<file path="src/rtl/buffer_2d_loader_pkg.sv">
// Shared constants for the window buffer path (loader, buffer, MAC).
//   - loader FSM state encoding
//   - default window edge length, pixel width and window-counter width
//   - pos_width(): bit width needed for a row/col index over n positions
package buffer_2d_loader_pkg;

    localparam int unsigned FILTER_SIZE_DEF      = 3;
    localparam int unsigned FILTER_BIT_WIDTH_DEF = 3;
    localparam int unsigned CNT_WIDTH_DEF        = 16;

    typedef enum logic [1:0] {
        IDLE  = 2'd0,
        LOAD  = 2'd1,
        DRAIN = 2'd2,
        FULL  = 2'd3
    } loader_state_e;

    // Index width for n positions, never narrower than one bit.
    function automatic int unsigned pos_width(input int unsigned n);
        return (n > 1) ? $clog2(n) : 1;
    endfunction

endpackage

</file>
<file path="src/rtl/buffer_2d_loader_if.sv">
// Pixel stream, buffer write port and window handshake of the loader.
//   master: the loader (drives in_ready, buf_*, win_valid)
//   slave : the environment (drives in_valid, in_data, win_ready)
interface buffer_2d_loader_if
    import buffer_2d_loader_pkg::*;
#(
    parameter int unsigned filterSize     = FILTER_SIZE_DEF,
    parameter int unsigned filterBitWidth = FILTER_BIT_WIDTH_DEF
) ();

    logic                             in_valid;
    logic signed [filterBitWidth-1:0] in_data;
    logic                             in_ready;
    logic                             buf_en;
    logic        [filterSize-1:0]     buf_line_select;
    logic signed [filterBitWidth-1:0] buf_d_in;
    logic                             win_valid;
    logic                             win_ready;

    modport master (
        input  in_valid, in_data, win_ready,
        output in_ready, buf_en, buf_line_select, buf_d_in, win_valid
    );

    modport slave (
        output in_valid, in_data, win_ready,
        input  in_ready, buf_en, buf_line_select, buf_d_in, win_valid
    );

endinterface

</file>
<file path="src/rtl/buffer_2d_loader_pos_counter.sv">
// Row/column position of the next pixel inside the window.
//   clk, rst : clock, async active-low reset
//   clear    : synchronous return to row=col=0 (wins over inc)
//   inc      : one pixel accepted
//   row      : buffer line the next pixel goes to
//   last_c   : next pixel is the final one of the window (combinational)
module loader_pos_counter
    import buffer_2d_loader_pkg::*;
#(
    parameter  int unsigned filterSize = FILTER_SIZE_DEF,
    localparam int unsigned POS_W      = pos_width(filterSize)
) (
    input  logic             clk,
    input  logic             rst,
    input  logic             clear,
    input  logic             inc,
    output logic [POS_W-1:0] row,
    output logic             last_c
);

    localparam logic [POS_W-1:0] LAST = POS_W'(filterSize - 1);

    logic [POS_W-1:0] col;

    assign last_c = (row == LAST) && (col == LAST);

    // Column wraps into the next row; the row wraps after the last pixel.
    always_ff @(posedge clk or negedge rst) begin
        if (!rst) begin
            row <= '0;
            col <= '0;
        end else if (clear) begin
            row <= '0;
            col <= '0;
        end else if (inc) begin
            if (col == LAST) begin
                col <= '0;
                row <= (row == LAST) ? '0 : row + POS_W'(1);
            end else begin
                col <= col + POS_W'(1);
            end
        end
    end

endmodule

</file>
<file path="src/rtl/buffer_2d_loader.sv">
// Window buffer write controller: steers a valid/ready pixel stream into the
// filterSize x filterSize buffer line by line and offers the full window to
// the MAC, stalling the stream until the window is taken.
//   clk, rst  : clock, async active-low reset
//   clear     : synchronous abort, restarts loading from pixel 0
//   bus       : pixel stream, buffer write port, window handshake (master)
//   busy      : state is not IDLE
//   win_count : windows handed to the consumer since reset (wraps)
module buffer_2d_loader
    import buffer_2d_loader_pkg::*;
#(
    parameter int unsigned filterSize     = FILTER_SIZE_DEF,
    parameter int unsigned filterBitWidth = FILTER_BIT_WIDTH_DEF,
    parameter int unsigned cntWidth       = CNT_WIDTH_DEF
) (
    input  logic                  clk,
    input  logic                  rst,
    input  logic                  clear,
    buffer_2d_loader_if.master    bus,
    output logic                  busy,
    output logic [cntWidth-1:0]   win_count
);

    localparam int unsigned POS_W = pos_width(filterSize);

    loader_state_e                    state;
    logic        [POS_W-1:0]          row;
    logic                             last_c;
    logic                             abort;
    logic                             transfer;
    logic                             handshake;
    logic                             buf_en_q;
    logic        [filterSize-1:0]     sel_q;
    logic signed [filterBitWidth-1:0] d_in_q;

    // Clear outranks both a pixel transfer and the window handshake.
    assign abort     = clear && (state != IDLE);
    assign transfer  = bus.in_valid && (state == LOAD);
    assign handshake = bus.win_ready && (state == FULL);

    loader_pos_counter #(
        .filterSize (filterSize)
    ) u_pos (
        .clk    (clk),
        .rst    (rst),
        .clear  (abort || handshake),
        .inc    (transfer && !abort),
        .row    (row),
        .last_c (last_c)
    );

    // Handshake outputs decode straight from the state register.
    assign bus.in_ready        = (state == LOAD);
    assign bus.win_valid       = (state == FULL);
    assign bus.buf_en          = buf_en_q;
    assign bus.buf_line_select = sel_q;
    assign bus.buf_d_in        = d_in_q;
    assign busy                = (state != IDLE);

    // FSM plus buffer write port; select and data hold between writes.
    always_ff @(posedge clk or negedge rst) begin
        if (!rst) begin
            state     <= IDLE;
            buf_en_q  <= 1'b0;
            sel_q     <= '0;
            d_in_q    <= '0;
            win_count <= '0;
        end else begin
            buf_en_q <= 1'b0;
            if (abort) begin
                state <= LOAD;
            end else begin
                case (state)
                    IDLE: state <= LOAD;
                    LOAD: begin
                        if (transfer) begin
                            buf_en_q <= 1'b1;
                            sel_q    <= filterSize'(1) << row;
                            d_in_q   <= bus.in_data;
                            if (last_c) begin
                                state <= DRAIN;
                            end
                        end
                    end
                    // Lets the final buffer write land before the window is offered.
                    DRAIN: state <= FULL;
                    FULL: begin
                        if (handshake) begin
                            state     <= LOAD;
                            win_count <= win_count + cntWidth'(1);
                        end
                    end
                    default: state <= IDLE;
                endcase
            end
        end
    end

endmodule

</file>
<file path="src/flat_wrapper.sv">
// flat-port wrapper written by rule: the top's interface ports become plain ports
module buffer_2d_loader_flat import buffer_2d_loader_pkg::*;
#(
    parameter int unsigned filterSize     = FILTER_SIZE_DEF,
    parameter int unsigned filterBitWidth = FILTER_BIT_WIDTH_DEF,
    parameter int unsigned cntWidth       = CNT_WIDTH_DEF
)
  (clk, rst, clear, busy, win_count, bus_in_valid, bus_in_data, bus_win_ready, bus_in_ready, bus_buf_en, bus_buf_line_select, bus_buf_d_in, bus_win_valid);
  buffer_2d_loader_if #(.filterSize(filterSize), .filterBitWidth(filterBitWidth)) bus_i ();
  input  logic clk;
  input  logic rst;
  input  logic clear;
  output logic busy;
  output logic [cntWidth-1:0] win_count;
  input wire logic [$bits(bus_i.in_valid)-1:0] bus_in_valid;
  input wire logic [$bits(bus_i.in_data)-1:0] bus_in_data;
  input wire logic [$bits(bus_i.win_ready)-1:0] bus_win_ready;
  output wire logic [$bits(bus_i.in_ready)-1:0] bus_in_ready;
  output wire logic [$bits(bus_i.buf_en)-1:0] bus_buf_en;
  output wire logic [$bits(bus_i.buf_line_select)-1:0] bus_buf_line_select;
  output wire logic [$bits(bus_i.buf_d_in)-1:0] bus_buf_d_in;
  output wire logic [$bits(bus_i.win_valid)-1:0] bus_win_valid;
  assign bus_i.in_valid = bus_in_valid;
  assign bus_i.in_data = bus_in_data;
  assign bus_i.win_ready = bus_win_ready;
  assign bus_in_ready = bus_i.in_ready;
  assign bus_buf_en = bus_i.buf_en;
  assign bus_buf_line_select = bus_i.buf_line_select;
  assign bus_buf_d_in = bus_i.buf_d_in;
  assign bus_win_valid = bus_i.win_valid;
  buffer_2d_loader #(.filterSize(filterSize), .filterBitWidth(filterBitWidth), .cntWidth(cntWidth)) u_core (.clk(clk), .rst(rst), .clear(clear), .bus(bus_i), .busy(busy), .win_count(win_count));
endmodule
</file>
<file path="config.mk">
export PLATFORM = sky130hd
export DESIGN_NAME = buffer_2d_loader_flat
export DESIGN_NICKNAME = d
export VERILOG_FILES = /design/src/rtl/buffer_2d_loader_pkg.sv /design/src/rtl/buffer_2d_loader_if.sv /design/src/rtl/buffer_2d_loader_pos_counter.sv /design/src/rtl/buffer_2d_loader.sv /design/src/flat_wrapper.sv
export SDC_FILE = /design/constraint.sdc
export NUM_CORES = 1
export LEC_CHECK = 0
export CAP_MARGIN = 20
export CORE_MARGIN = 4
export CORE_UTILIZATION = 47
export CTS_CLUSTER_SIZE = 25
export DETAILED_ROUTE_END_ITERATION = 12
export PLACE_DENSITY = 0.84
export SYNTH_ARGS = -nofsm -noshare
export SYNTH_HDL_FRONTEND = slang
export SYNTH_SLANG_ARGS = --single-unit
</file>
<file path="constraint.sdc">
create_clock -name clk -period 2.1 [get_ports clk]
set_clock_uncertainty 0.15 [all_clocks]
set_input_delay 0.21 -clock clk [delete_from_list [all_inputs] [get_ports clk]]
set_output_delay 0.21 -clock clk [all_outputs]
set_load 0.05 [all_outputs]
</file>
-- After elaboration in Yosys (flattened, before gate mapping)
Cells that the tools add are included.
- register bits: 29
- bits in latches: 0
- memory bits (writable): 0
- bits in read-only memories: 0
- input port bits: 8
- output and inout bits: 26
- memories: 0
- $add $sub $neg: 3
- multipliers: 0
- div/mod/pow operators: 0
- $lt $le $gt $ge: 0
- equal/unequal tests: 8
- shift-type cells: 1
- multiplexer cells: 15
- bitwise operators: 1
- reduce and logical (&&, ||, !) cells: 15
- operator list (kind ; count):
    2-bit two-way mux ; 11
    16-bit by 1-bit adder with 16-bit output (second input constant) ; 1
    3-bit by 1-bit != test with 1-bit output (second input constant) ; 3
    3-bit AND reduction ; 3
    2-bit == test (second input constant) ; 4
    2-bit one-hot mux with 4 select lines ; 1
    2-bit nonzero test ; 3
    1-bit logical AND ; 5
    2-bit by 1-bit adder with 2-bit output (second input constant) ; 2
    1-bit two-way mux ; 3
    1-bit by 2-bit << shifter with 3-bit output (first input constant) ; 1
    2-bit by 1-bit == test with 1-bit output (second input constant) ; 1
    2-bit zero test ; 1
    2-bit AND reduction ; 1
    1-bit zero test ; 1
    1-bit logical OR ; 1
    1-bit inverter ; 1

-- Logic depth before layout (Yosys ltp)
Gate-level depths: netlist of the first run.
- word-level depth: 6
- depth in mapped cells: 7
- gate-level depth less buffers: 7

-- Hierarchy
A second synthesis of the first run with hierarchy kept.
- cells, all modules: 119
- area, all modules: 1338.8 µm²
- by module, submodules not included (module ; times used ; cells an instance ; area an instance (µm²) ; seq. area each (µm²)):
    buffer_2d_loader ; 1 ; 101 ; 1124.8 ; 625.6
    loader_pos_counter ; 1 ; 18 ; 214.0 ; 100.1

-- Worst setup path after synthesis of the first run
Ideal clock, no wire load.
- path kind: register -> register
- start point: register u_core.state[0]
- end point: register u_core.win_count[12]
- library setup time: 82 ps
- data arrival time: 1990 ps
- required time: 1868 ps
- setup slack: -122 ps
- cell stages (with the launch flop): 6
- period minus slack after synthesis: 2222 ps
- cell sequence: dfrtp_1 -> ha_1 -> nand2_1 -> or4b_4 -> nor3b_2 -> xor2_1
- RTL lines (what ; line ; RTL):
    start: declaration ; buffer_2d_loader.sv:26 ; loader_state_e state;
    start signal: assignment ; buffer_2d_loader.sv:63 ; state <= IDLE;
    start signal: assignment ; buffer_2d_loader.sv:71 ; state <= LOAD;
    start signal: assignment ; buffer_2d_loader.sv:74 ; IDLE: state <= LOAD;
    2-bit == test (*) ; n/a ;
    via bus_win_valid ; flat_wrapper.sv:22 ; output wire logic [$bits(bus_i.win_valid)-1:0] bus_win_valid;
    1-bit logical AND ; buffer_2d_loader.sv:39 ; assign handshake = bus.win_ready && (state == FULL);
    3-bit AND reduction (no line) (*) ; n/a ;
    end signal: assignment ; buffer_2d_loader.sv:90 ; win_count <= win_count + cntWidth'(1);
    end: declaration ; buffer_2d_loader.sv:21 ; output logic [cntWidth-1:0] win_count
Mark *: on every way through the listed nets, which the timed path passes. The rest lies on a longest branch.
A chain may end at the register's enable or synchronous reset.

-- Worst setup path after layout of the first run
- start point: register u_core.win_count[0]
- end point: output win_count[0]
- RTL lines (what ; line ; RTL):
    end: declaration ; flat_wrapper.sv:14 ; output logic [cntWidth-1:0] win_count;
No word-level cell between the ends.

==> results.md, run 1 <==
## Timing
• 0.958 — share of the clock period used by the worst path after layout
• no — unrepaired setup endpoints after global routing
• 0.659 — Rel. slew slack
• 0 ps — final sum of negative setup slack
• 0 — endpoints failing setup
• 509 ps — actual transition at the worst max-transition pin
• 2010 ps — crit path time final
• 497 MHz — Fmax achieved
• 0 — final number of hold-violating endpoints
• 0 — Slew Viols, Final

## Global route
• 4550 um — global-route wire length before repair
• 30 — pin count of the biggest net entering global routing
• 1,069 — number of global-route vias before repair
• 0 — leftover overflow at the end of global routing
• 0.166 — GRT Util Overall
• 0 — number of antenna violations at the first check in global routing

## Worst setup path
• flip-flop — sort of element at the start of the critical path
• u_core.state[0]$_DFFE_PN0P_ — reg-to-reg startpoint
• output port — nature of the critical path endpoint
• clkdlybuf4s50_1 — cell breakdown of the critical path
• 850 ps — delay of the slowest cell on the worst path
• 1650 ps — endpoint arrival time on the critical path
• 7 — Max Fanout on Critical Path
• flip-flop to output port — class of the most critical setup path
• clkdlybuf4s50_1 — library cell contributing the largest single delay on the critical path
• 1740 ps — data required time at the worst endpoint
• u_core.win_count[12]$_DFFE_PN0P_ — R2R Path End
• 100 ps — setup slack of the most critical reg-to-reg path
• 6 — Worst Reg-to-Reg Cells
• buffers and inverters — CP top delay family
• 1 — count of cell instances traversed by the critical path
• 1 — count of buffer and inverter cells on the critical path

## Power and ir drop
• 562 nW/um^2 — P per Cell Area
• 0.438 mV — Worst VDD drop
• 0.849 nW — leakage power

## Die
• 61.4 um — die width
• 61.4 um — vertical die dimension
• 34 — Boundary Pins
• 19 — standard-cell rows
• 0.490 — starting utilization of the core area
• 2730 um^2 — total core area
• 3770 um^2 — total die area

## Finish
• 0.660 — Final Core Density
• 0.144 — fraction of final layout cells sized beyond drive strength 1
• 726 um^2 — storage element area
• 179 — Final Net Count
• 34.9% — synth-to-layout area growth
• 0 — diode insertion count for antenna repair
• 228 — fill cell total of the finished layout
• 609 um^2 — area taken by multi-input logic gates

## Logic synthesis
• 29 — flop and latch count out of synthesis
• 0 — number of synthesized flops with an enable pin
• 28 — post-synthesis cell type count
• 1.00 — post-synthesis async set-or-reset flop share
• 0.542 — sequential-to-total area share from yosys stat
• 0.542 — area share of the largest cell type after synthesis
• 0 — number of synthesis warnings
• simple AND/OR/NAND/NOR gates — main combinational cell family by area after synthesis
• dfrtp_1 54%, nand2_1 6.7%, xnor2_1 5.2%, xor2_1 4.6%, ha_1 3.7% — cell types occupying the most area after synthesis
• dfrtp_1 — Most used DFF post-synth
• 0.0206 — compound-cell area share of the yosys netlist
• 122 — synthesized instance count
• 134 — synthesized netlist net count
• 0.0981 — xor/xnor cell area share of the yosys netlist
• 0.0374 — share of synthesized cell area in full adder, half adder and majority cells
• 11.0 um^2 — Post-Syn Area per Cell
• dfrtp_1 — cell taking the most area after synthesis
• 0.0477 — multiplexer share of the synthesized area
• 1340 um^2 — synthesized area
• 0.243 — basic-gate share of the synthesized area counting and, or, nand and nor cells

## Route
• 4 — Pre-Repair DR Iteration Count
• 186 um — wire length on met3
• 1,045 — total via count in the routed design
• 1120 um — WL met1
• 19 — violation count after the first detailed-routing iteration
• 13.8 um — detailed-route wire length per cell
• 2730 um — total wire length after detailed routing
• 0 — remaining antenna violation count
• met4 — uppermost layer routed
• 1400 um — total met2 wirelength after detailed routing
• 0 — final routed DRC violation total
• 5.28 — Via density

## Status
• completed — run status

## Run
• 0 — max-cap violations

## Placed design
• 2070 um — half-perimeter wire length after placement
• 0.774 — gp weighted congestion
• 33 — count of buffers inserted at the top-level ports

## Clock network
• yes — CTS tree
• 5 — number of buffers created by CTS
• clkbuf_4 — CTS Root Cell
• 320 ps — Skew-Pair Late Insertion Delay
• 2 — Clock Tree Buf Depth
• 90 ps — Worst-path clk slew
• 0 — number of hold-repair buffers added at the cts stage
• 2 — number of H-tree branching levels
• 29 — number of sinks driven by the clock tree

## Worst hold path
• input pin to async pin — type of the most critical hold path

[worst max path at each step]
stage | slack, ps | startpoint | to
after floorplan | 30 | u_core.state[1]$_DFFE_PN0P_ | u_core.bus.buf_line_select[0]$_DFFE_PN0P_
after global placement | 130 | clear | u_core.win_count[14]$_DFFE_PN0P_
after detailed placement | 70 | clear | u_core.win_count[12]$_DFFE_PN0P_
after CTS | 80 | u_core.win_count[0]$_DFFE_PN0P_ | win_count[0]
after global routing | 10 | u_core.state[1]$_DFFE_PN0P_ | u_core.win_count[12]$_DFFE_PN0P_
final | 90 | u_core.win_count[0]$_DFFE_PN0P_ | win_count[0]
[synth_stat cells, types with 2 or more instances]
cell type	n
xnor2_1	8
mux2_2	3
nor2b_1	5
nor2_1	6
nand2_1	24
inv_1	3
a21oi_1	3
ha_1	4
nand4_1	4
nor3b_2	2
nand3_1	5
dfrtp_1	29
xor2_1	7
mux2i_1	3
nor4_1	3
[report_power, final]
part / internal (W) / switching (W) / leakage (nW)
Combinational: 0.0000373 / 0.0000641 / 0.429
Clock: 0.000158 / 0.000182 / 0.0314
Sequential: 0.000568 / 0.00000542 / 0.388
[stage by stage]
step	power, W	cells	hold slack (ps)	setup WS (ps)	cell area [um^2]
global placement	0.000684	191	305	128	1740
CTS	0.00102	198	116	84.4	1800
detailed placement	0.000688	191	314	70.7	1740
finish	0.00101	198	111	88.7	1810
floorplan	0.000635	122	-236	34.5	1340
global route	0.00107	198	139	13.9	1810
[metal layers]
metal	up-vias	track usage
li1	501	-
met1	510	0.184
met2	30	0.285
met3	4	0.0713
met4	0	0.0606
met5	-	0
[registers in the layout, indices dropped and copies added (netlist names)]
signal / count
u_core.state: 2
u_core.bus.buf_d_in: 3
u_core.bus.buf_line_select: 3
u_core.u_pos.row: 2
u_core.u_pos.col: 2
u_core.win_count: 16
u_core.bus.buf_en: 1
[cells by family after synthesis]
kind of cell	after synthesis
adder cells (fa/ha/maj)	4
multiplexers	6
AO/OA/AOI/OAI	5
flip-flops	29
buffers and inverters	4
XOR/XNOR	15
AND/OR/NAND/NOR	59
[repair_timing]
action                                  in CTS  in global routing
buffers inserted                             0                  0
hold endpoints to repair                     0                  0
resized for setup                            1                  2
endpoints found under the setup margin       1                  1
[cell usage in the layout (no fill, tap or decap), drive strengths merged, types with 3 or more instances in the layout]
master / Yosys / final
xnor2: 8 / 8
mux2i: 3 / 3
dfrtp: 29 / 29
buf: 0 / 7
nor2b: 5 / 5
clkdlybuf4s50: 0 / 30
nand3: 5 / 5
ha: 4 / 4
nor4: 3 / 3
clkbuf: 0 / 7
nor3b: 3 / 3
mux2: 3 / 3
xor2: 7 / 7
nor2: 6 / 6
nand2: 24 / 24
a21oi: 3 / 3
nand4: 5 / 5
inv: 3 / 3
[final cells by class]
type,count,area share
flip-flops and latches,29,0.402
multi-input cells,89,0.337
repair buffers,38,0.200
clock buffers,7,0.0305
well taps,31,0.0215
inverters,4,0.00832
Power figures use the tool's default switching activity.
==> run 2, diff against run 1 <==
--- a/config.mk
+++ b/config.mk
@@ -13,4 +13,5 @@
 export PLACE_DENSITY = 0.84
 export SYNTH_ARGS = -nofsm -noshare
 export SYNTH_HDL_FRONTEND = slang
+export SYNTH_HIERARCHICAL = 1
 export SYNTH_SLANG_ARGS = --single-unit
==> run 2 against run 1 <==
  * Count of clock-buffer cells in the layout stayed put
  * Setup slack better by 28 ps
  * Cell count is 2.0% lower
  * Non-clock buffer count is 2 lower
  * Critical endpoint is now win_count[3]
  * First-iteration DRC count is 79% higher
  * Highest routed layer unchanged
  * Largest power group unchanged
  * Sequential share of layout area is 0.17 points higher
==> results.md, run 2 <==
## Logic synthesis
• simple AND/OR/NAND/NOR gates — main combinational cell family by area after synthesis
• 0.248 — basic-gate share of the synthesized area counting and, or, nand and nor cells, +0.00467
• 0.0262 — compound-cell area share of the yosys netlist, +0.00561
• 29 — flop and latch count out of synthesis, unchanged
• 1340 um^2 — synthesized area, unchanged
• 1.00 — post-synthesis async set-or-reset flop share, unchanged
• dfrtp_1 54%, xnor2_1 6.5%, nand2_1 6.2%, ha_1 3.7%, xor2_1 3.3% — cell types occupying the most area after synthesis
• 0.542 — sequential-to-total area share from yosys stat, unchanged
• 11.3 um^2 — Post-Syn Area per Cell, +2.5%
• 0.0346 — multiplexer share of the synthesized area, -0.0131
• 0.0981 — xor/xnor cell area share of the yosys netlist, unchanged
• 131 — synthesized netlist net count, -2.2%
• 0.0374 — share of synthesized cell area in full adder, half adder and majority cells, unchanged
• 0.542 — area share of the largest cell type after synthesis, unchanged
• dfrtp_1 — cell taking the most area after synthesis
• dfrtp_1 — most frequent cell after synthesis
• 0 — number of synthesized flops with an enable pin, unchanged
• dfrtp_1 — Most used DFF post-synth
• 29 x dfrtp_1, 22 x nand2_1, 10 x xnor2_1 — most numerous cell types in the synthesized netlist
• 119 — synthesized instance count, -2.5%
• 6 — number of synthesis warnings, +6
• 31 — post-synthesis cell type count, +11%

## Die
• 61.4 um — vertical die dimension, unchanged
• 34 — Boundary Pins, unchanged
• 0.490 — starting utilization of the core area, unchanged
• 61.4 um — die width, unchanged
• 3770 um^2 — total die area, unchanged
• 2730 um^2 — total core area, unchanged
• 19 — standard-cell rows, unchanged

## Placed design
• 0.834 — gp weighted congestion, +7.7%
• 2040 um — half-perimeter wire length after placement, -1.4%
• 1730 um^2 — cell area reported after detailed placement, -0.86%
• 33 — count of buffers inserted at the top-level ports, unchanged

## Finish
• 16 — Largest register FFs, unchanged
• 30 x clkdlybuf4s50_1, 29 x dfrtp_1, 22 x nand2_1, 10 x xnor2_1 — commonest cells after routing, fill and taps aside
• 1800 um^2 — Layout Cell Area excl Fill, -0.42%
• 0 — diode insertion count for antenna repair, unchanged
• 0.147 — fraction of final layout cells sized beyond drive strength 1, +0.00353
• u_core/win_count — Largest Register
• 34.3% — synth-to-layout area growth
• 174 — Final Net Count, -2.8%
• clkdlybuf4s50_1 — most common cell after layout, fill and taps aside

## Power and ir drop
• 0.243 — switching part of the total, -0.00459
• 0.00107 W — power consumption, +5.1%
• 0.843 nW — leakage power, -0.75%
• 0.559 mV — Worst VDD drop, +27%
• 593 nW/um^2 — P per Cell Area, +5.6%
• 0.349 — clock share of power, +0.014
• 0.542 — part of the power in registers, -0.024
• 0.000807 W — internal power, +5.8%
• 0.108 — fraction of power consumed by combinational cells, +0.008
• 0.000259 W — net switching power, +3.2%

## Global route
• 1,065 — number of global-route vias before repair, -0.37%
• 0 — leftover overflow at the end of global routing, unchanged
• 0.167 — GRT Util Overall, +0.000801
• 30 — pin count of the biggest net entering global routing, unchanged
• met2 — highest-utilization routing layer at the global route stage
• 0.295 — met2 Track Usage GR, +0.00906
• 4600 um — global-route wire length before repair, +1.2%
• 0 — number of antenna violations at the first check in global routing, unchanged
• 0.0713 — global routing met3 resource utilization, unchanged
• 0.185 — met1 demand-to-capacity share in global routing, +0.000949

## Timing
• 1980 ps — crit path time final, -28.3 ps
• 0 — Slew Viols, Final, unchanged
• 0.944 — share of the clock period used by the worst path after layout, -0.0135
• 0 ps — final sum of negative setup slack, unchanged
• 0.639 — Rel. slew slack, -0.0206
• 0 — endpoints failing setup, unchanged
• no — unrepaired setup endpoints after global routing
• 124 ps — post-route worst hold slack, +12.7 ps
• 504 MHz — Fmax achieved, +1.4%
• 0 — final number of hold-violating endpoints, unchanged
• 541 ps — actual transition at the worst max-transition pin, +31.5 ps

## Worst setup path
• flip-flop to output port — class of the most critical setup path
• 860 ps — delay of the slowest cell on the worst path, about the same
• 1 — count of buffer and inverter cells on the critical path, unchanged
• buffers and inverters — CP top delay family
• 6 — Max Fanout on Critical Path, -1
• clkdlybuf4s50_1 — cell breakdown of the critical path
• 1620 ps — endpoint arrival time on the critical path, -30 ps
• clkdlybuf4s50_1 — library cell contributing the largest single delay on the critical path
• output port — nature of the critical path endpoint
• 1740 ps — data required time at the worst endpoint, about the same
• 120 ps — setup slack of the most critical reg-to-reg path, +20 ps
• flip-flop — sort of element at the start of the critical path

## Route
• 4 — Pre-Repair DR Iteration Count, unchanged
• 0 — final routed DRC violation total, unchanged
• 5.16 — Via density, -2.1%
• 1,002 — total via count in the routed design, -4.1%
• 0 — remaining antenna violation count, unchanged
• 13.8 um — detailed-route wire length per cell, about the same
• 2680 um — total wire length after detailed routing, -2.0%
• 34 — violation count after the first detailed-routing iteration, +15

## Run
• 0 — max-cap violations, unchanged

## Clock network
• 90 ps — Worst-path clk slew, about the same
• 2 — number of H-tree branching levels, unchanged
• 310 ps — Skew-Pair Late Insertion Delay, about the same
• 0 — # resized after CTS, -1
• yes — CTS tree
• 29 — number of sinks driven by the clock tree, unchanged
• 5 — number of buffers created by CTS, unchanged
• clkbuf_4 — CTS Root Cell
• 0 — number of hold-repair buffers added at the cts stage, unchanged
• 2 — Clock Tree Buf Depth, unchanged
• 0 — count of buffers added by post-CTS timing repair for setup, unchanged

## Status
• completed — run status

## Worst hold path
• input pin to async pin — type of the most critical hold path

run 2: cell count changes in the layout (fill, tap and decap cells not counted), sizes merged, moves of 2 or more:
cell	previous run	this run
nand2b	1	3
inv	3	5
nand2	24	22
xor2	7	5
nand3b	1	3
nor2b	5	3
nor2	6	2
nor3b	3	0
xnor2	8	10
or3b	0	2
run 2: per-layer routing:
layer / wire, um / vias to the layer above
met4: 20 / 0
met3: 193 / 2
li1: - / 492
met2: 1420 / 35
met5: 0 / -
met1: 1050 / 473
run 2: area by class of cell:
cell class,count,area [um^2]
fillers,227,936
flip-flops and latches,29,726
clock buffers,7,65.1
multi-input cells,85,599
well taps,31,38.8
repair buffers,36,345
inverters,5,18.8
clock inverters,1,5.00
run 2: final timing paths:
kind                                                           startpoint                                         to  depth (start not counted)
worst max-delay path                      u_core/win_count[3]$_DFFE_PN0P_                               win_count[3]                          1
worst min-delay path                                                  rst  u_core/bus.buf_line_select[0]$_DFFE_PN0P_                          2
worst max register to register                u_core/state[1]$_DFFE_PN0P_            u_core/u_pos/row[0]$_DFFE_PN0P_                          7
worst min register to register  u_core/bus.buf_line_select[1]$_DFFE_PN0P_  u_core/bus.buf_line_select[1]$_DFFE_PN0P_                          2
max in group asynchronous                                             rst  u_core/bus.buf_line_select[1]$_DFFE_PN0P_                          2
min in group clk                                           bus_in_data[0]         u_core/bus.buf_d_in[0]$_DFFE_PN0P_                          3
run 2: logic make-up after synthesis:
group                    after synthesis
AO/OA/AOI/OAI                          6
XOR/XNOR                              15
multiplexers                           4
AND/OR/NAND/NOR                       56
buffers and inverters                  5
adder cells (fa/ha/maj)                4
flip-flops                            29
run 2: power groups by stage:
stage               Clock (W)  Combinational (W)  Sequential, W
floorplan                   0          0.0000223       0.000626
global placement            0           0.000114       0.000588
detailed placement          0           0.000117       0.000589
CTS                  0.000387           0.000117       0.000578
global route         0.000412           0.000125       0.000580
finish               0.000373           0.000116       0.000578
run 2: stage by stage:
step | setup slack, ps | util | std cells
after floorplan | 2.70 | - | 119
after global placement | 207 | 0.632 | 186
after detailed placement | 115 | 0.632 | 186
after CTS | 87.3 | 0.658 | 194
after global routing | 15.9 | 0.658 | 194
final | 117 | 0.658 | 194
run 2: worst register-to-register path, cell delays in order (launching register included):
cell      delay, ps
dfrtp_1         420
inv_1           100
ha_1            190
nand2b_1        170
nand3_1         120
inv_1           170
and3b_2         240
mux2_4          290
==> run 3, diff against run 2 <==
--- a/config.mk
+++ b/config.mk
@@ -11,6 +11,7 @@
 export CTS_CLUSTER_SIZE = 25
 export DETAILED_ROUTE_END_ITERATION = 12
 export PLACE_DENSITY = 0.84
+export SLEW_MARGIN = 20
 export SYNTH_ARGS = -nofsm -noshare
 export SYNTH_HDL_FRONTEND = slang
 export SYNTH_HIERARCHICAL = 1
==> constraint.sdc (replaced) <==
create_clock -name clk -period 2.1 [get_ports clk]
set_clock_uncertainty 0.15 [all_clocks]
set_input_delay 0.21 -clock clk [delete_from_list [all_inputs] [get_ports clk]]
set_output_delay 0.21 -clock clk [all_outputs]
set_load 0.005 [all_outputs]
==> run 3 against run 2 <==
  * Largest power group unchanged
  * Die area unchanged
  * Sequential power is essentially flat
  * Global-route usage up 0.24 points
  * Sequential share of layout area increased by 0.28 points
  * Critical path type is now flip-flop to flip-flop
  * Setup slack better by 52 ps
  * Worst hold slack worse by 11 ps
  * Via count rose by 2.8%
  * Maximum frequency rose by 2.7%
  * Flip-flop and latch count did not move
  * Final area is 0.70% lower
  * Combinational power decreased by 33%
  * Total power decreased by 7.0%
==> results.md, run 3 (synthesized netlist as in run 2, its figures left out) <==
## Timing
• 535 ps — actual transition at the worst max-transition pin, -5.46 ps
• 518 MHz — Fmax achieved, +2.7%
• 1930 ps — crit path time final, -52.4 ps
• 0.642 — Rel. slew slack, +0.00365
• 0 ps — final sum of negative setup slack, unchanged
• 0.919 — share of the clock period used by the worst path after layout, -0.0250
• no — unrepaired setup endpoints after global routing
• 0 — Slew Viols, Final, unchanged
• 0 — endpoints failing setup, unchanged
• 0 — final number of hold-violating endpoints, unchanged

## Clock network
• 90 ps — Worst-path clk slew, about the same
• yes — CTS tree
• 2 — Clock Tree Buf Depth, unchanged
• 0 — # resized after CTS, unchanged
• clkbuf_4 — CTS Root Cell
• 0 — number of hold-repair buffers added at the cts stage, unchanged
• 320 ps — Skew-Pair Late Insertion Delay, about the same
• 0 — count of buffers added by post-CTS timing repair for setup, unchanged
• 2 — number of H-tree branching levels, unchanged
• 29 — number of sinks driven by the clock tree, unchanged
• 5 — number of buffers created by CTS, unchanged

## Placed design
• 2040 um — half-perimeter wire length after placement, about the same
• 0.792 — gp weighted congestion, -5.1%
• 33 — count of buffers inserted at the top-level ports, unchanged
• 1730 um^2 — cell area reported after detailed placement, +0.14%

## Route
• 0 — remaining antenna violation count, unchanged
• 14.0 um — detailed-route wire length per cell, +1.4%
• 4 — Pre-Repair DR Iteration Count, unchanged
• 5.34 — Via density, +3.3%
• 2700 um — total wire length after detailed routing, +0.90%
• 34 — violation count after the first detailed-routing iteration, unchanged
• 1,030 — total via count in the routed design, +2.8%
• 0 — final routed DRC violation total, unchanged

## Power and ir drop
• 0.000992 W — power consumption, -7.0%
• 555 nW/um^2 — P per Cell Area, -6.4%
• 0.430 mV — Worst VDD drop, -23%
• 0.833 nW — leakage power, -1.1%

## Worst hold path
• input pin to async pin — type of the most critical hold path

## Worst setup path
• inv_1 > ha_1 > nand2b_1 > nand3_1 > inv_1 > and3b_2 > mux2_4 — cell breakdown of the critical path
• 2160 ps — data required time at the worst endpoint, +420 ps
• 1990 ps — endpoint arrival time on the critical path, +370 ps
• 6 — Max Fanout on Critical Path, unchanged
• flip-flop — nature of the critical path endpoint
• flip-flop to flip-flop — class of the most critical setup path
• 2 — count of buffer and inverter cells on the critical path, +1
• 410 ps — delay of the slowest cell on the worst path, -450 ps
• flip-flop — sort of element at the start of the critical path
• simple AND/OR/NAND/NOR gates — CP top delay family
• inv_1 — most numerous cell on the critical path
• dfrtp_1 — library cell contributing the largest single delay on the critical path

## Finish
• 16 — Largest register FFs, unchanged
• 33.4% — synth-to-layout area growth
• 0.105 — fraction of final layout cells sized beyond drive strength 1, -0.0423
• 33 x clkdlybuf4s50_1, 29 x dfrtp_1, 22 x nand2_1, 10 x xnor2_1, 6 x nand3_1 — commonest cells after routing, fill and taps aside
• 0.653 — Final Core Density, -0.00458
• 0 — diode insertion count for antenna repair, unchanged
• clkdlybuf4s50_1 — most common cell after layout, fill and taps aside
• 1790 um^2 — Layout Cell Area excl Fill, -0.70%
• u_core/win_count — Largest Register
• 174 — Final Net Count, unchanged

## Global route
• 0 — number of antenna violations at the first check in global routing, unchanged
• 0.170 — GRT Util Overall, +0.00241
• 0 — leftover overflow at the end of global routing, unchanged
• 1,036 — number of global-route vias before repair, -2.7%
• 4590 um — global-route wire length before repair, -0.30%
• 30 — pin count of the biggest net entering global routing, unchanged

## Run
• 0 — max-cap violations, unchanged

## Die
• 0.490 — starting utilization of the core area, unchanged
• 19 — standard-cell rows, unchanged
• 61.4 um — die width, unchanged
• 2730 um^2 — total core area, unchanged
• 61.4 um — vertical die dimension, unchanged
• 34 — Boundary Pins, unchanged
• 3770 um^2 — total die area, unchanged

## Status
• completed — run status

run 3: cell types whose count changed in the layout (fill, tap and decap cells not counted):
cell             previous run  this run
ha_2                        2         0
buf_4                       6         3
clkbuf_1                    0         1
clkbuf_8                    2         1
clkinv_2                    1         0
ha_1                        2         4
clkdlybuf4s50_1            30        33
run 3: final cells by class:
| type | count | area [um^2] |
|---|---|---|
| Tap cell | 31 | 38.8 |
| Multi-Input combinational cell | 85 | 594 |
| Sequential cell | 29 | 726 |
| Inverter | 5 | 18.8 |
| Clock buffer | 7 | 55.1 |
| Fill cell | 228 | 948 |
| Timing Repair Buffer | 36 | 353 |
run 3: final timing paths:
kind,from,cells past startpoint,slack [ps],to
min in group clk,bus_in_data[1],3,270,u_core/bus.buf_d_in[1]$_DFFE_PN0P_
setup reg to reg,u_core/state[1]$_DFFE_PN0P_,7,170,u_core/u_pos/row[0]$_DFFE_PN0P_
hold / removal,rst,2,110,u_core/u_pos/col[0]$_DFFE_PN0P_
hold reg to reg,u_core/bus.buf_line_select[1]$_DFFE_PN0P_,2,320,u_core/bus.buf_line_select[1]$_DFFE_PN0P_
max in group asynchronous,rst,2,1420,u_core/u_pos/row[1]$_DFFE_PN0P_
setup / recovery,u_core/state[1]$_DFFE_PN0P_,7,170,u_core/u_pos/row[0]$_DFFE_PN0P_
run 3: report_power, final:
| part | switching (W) | internal, W |
|---|---|---|
| sequential | 0.00000742 | 0.000570 |
| clock | 0.000178 | 0.000158 |
| combinational | 0.0000351 | 0.0000429 |
run 3: per-stage QoR:
stage	hold slack, ps	std cells	setup slack [ps]
after floorplan	-236	119	139
after global placement	302	186	210
after detailed placement	309	186	132
after CTS	110	193	139
after global routing	119	193	63.5
final	113	193	169
run 3: per-layer routing:
| metal | GRT usage | part of all wire | vias up |
|---|---|---|---|
| li1 | - | - | 492 |
| met1 | 0.199 | 0.42 | 505 |
| met2 | 0.287 | 0.50 | 27 |
| met3 | 0.0650 | 0.059 | 6 |
| met4 | 0.0545 | 0.014 | 0 |
| met5 | 0 | 0 | - |
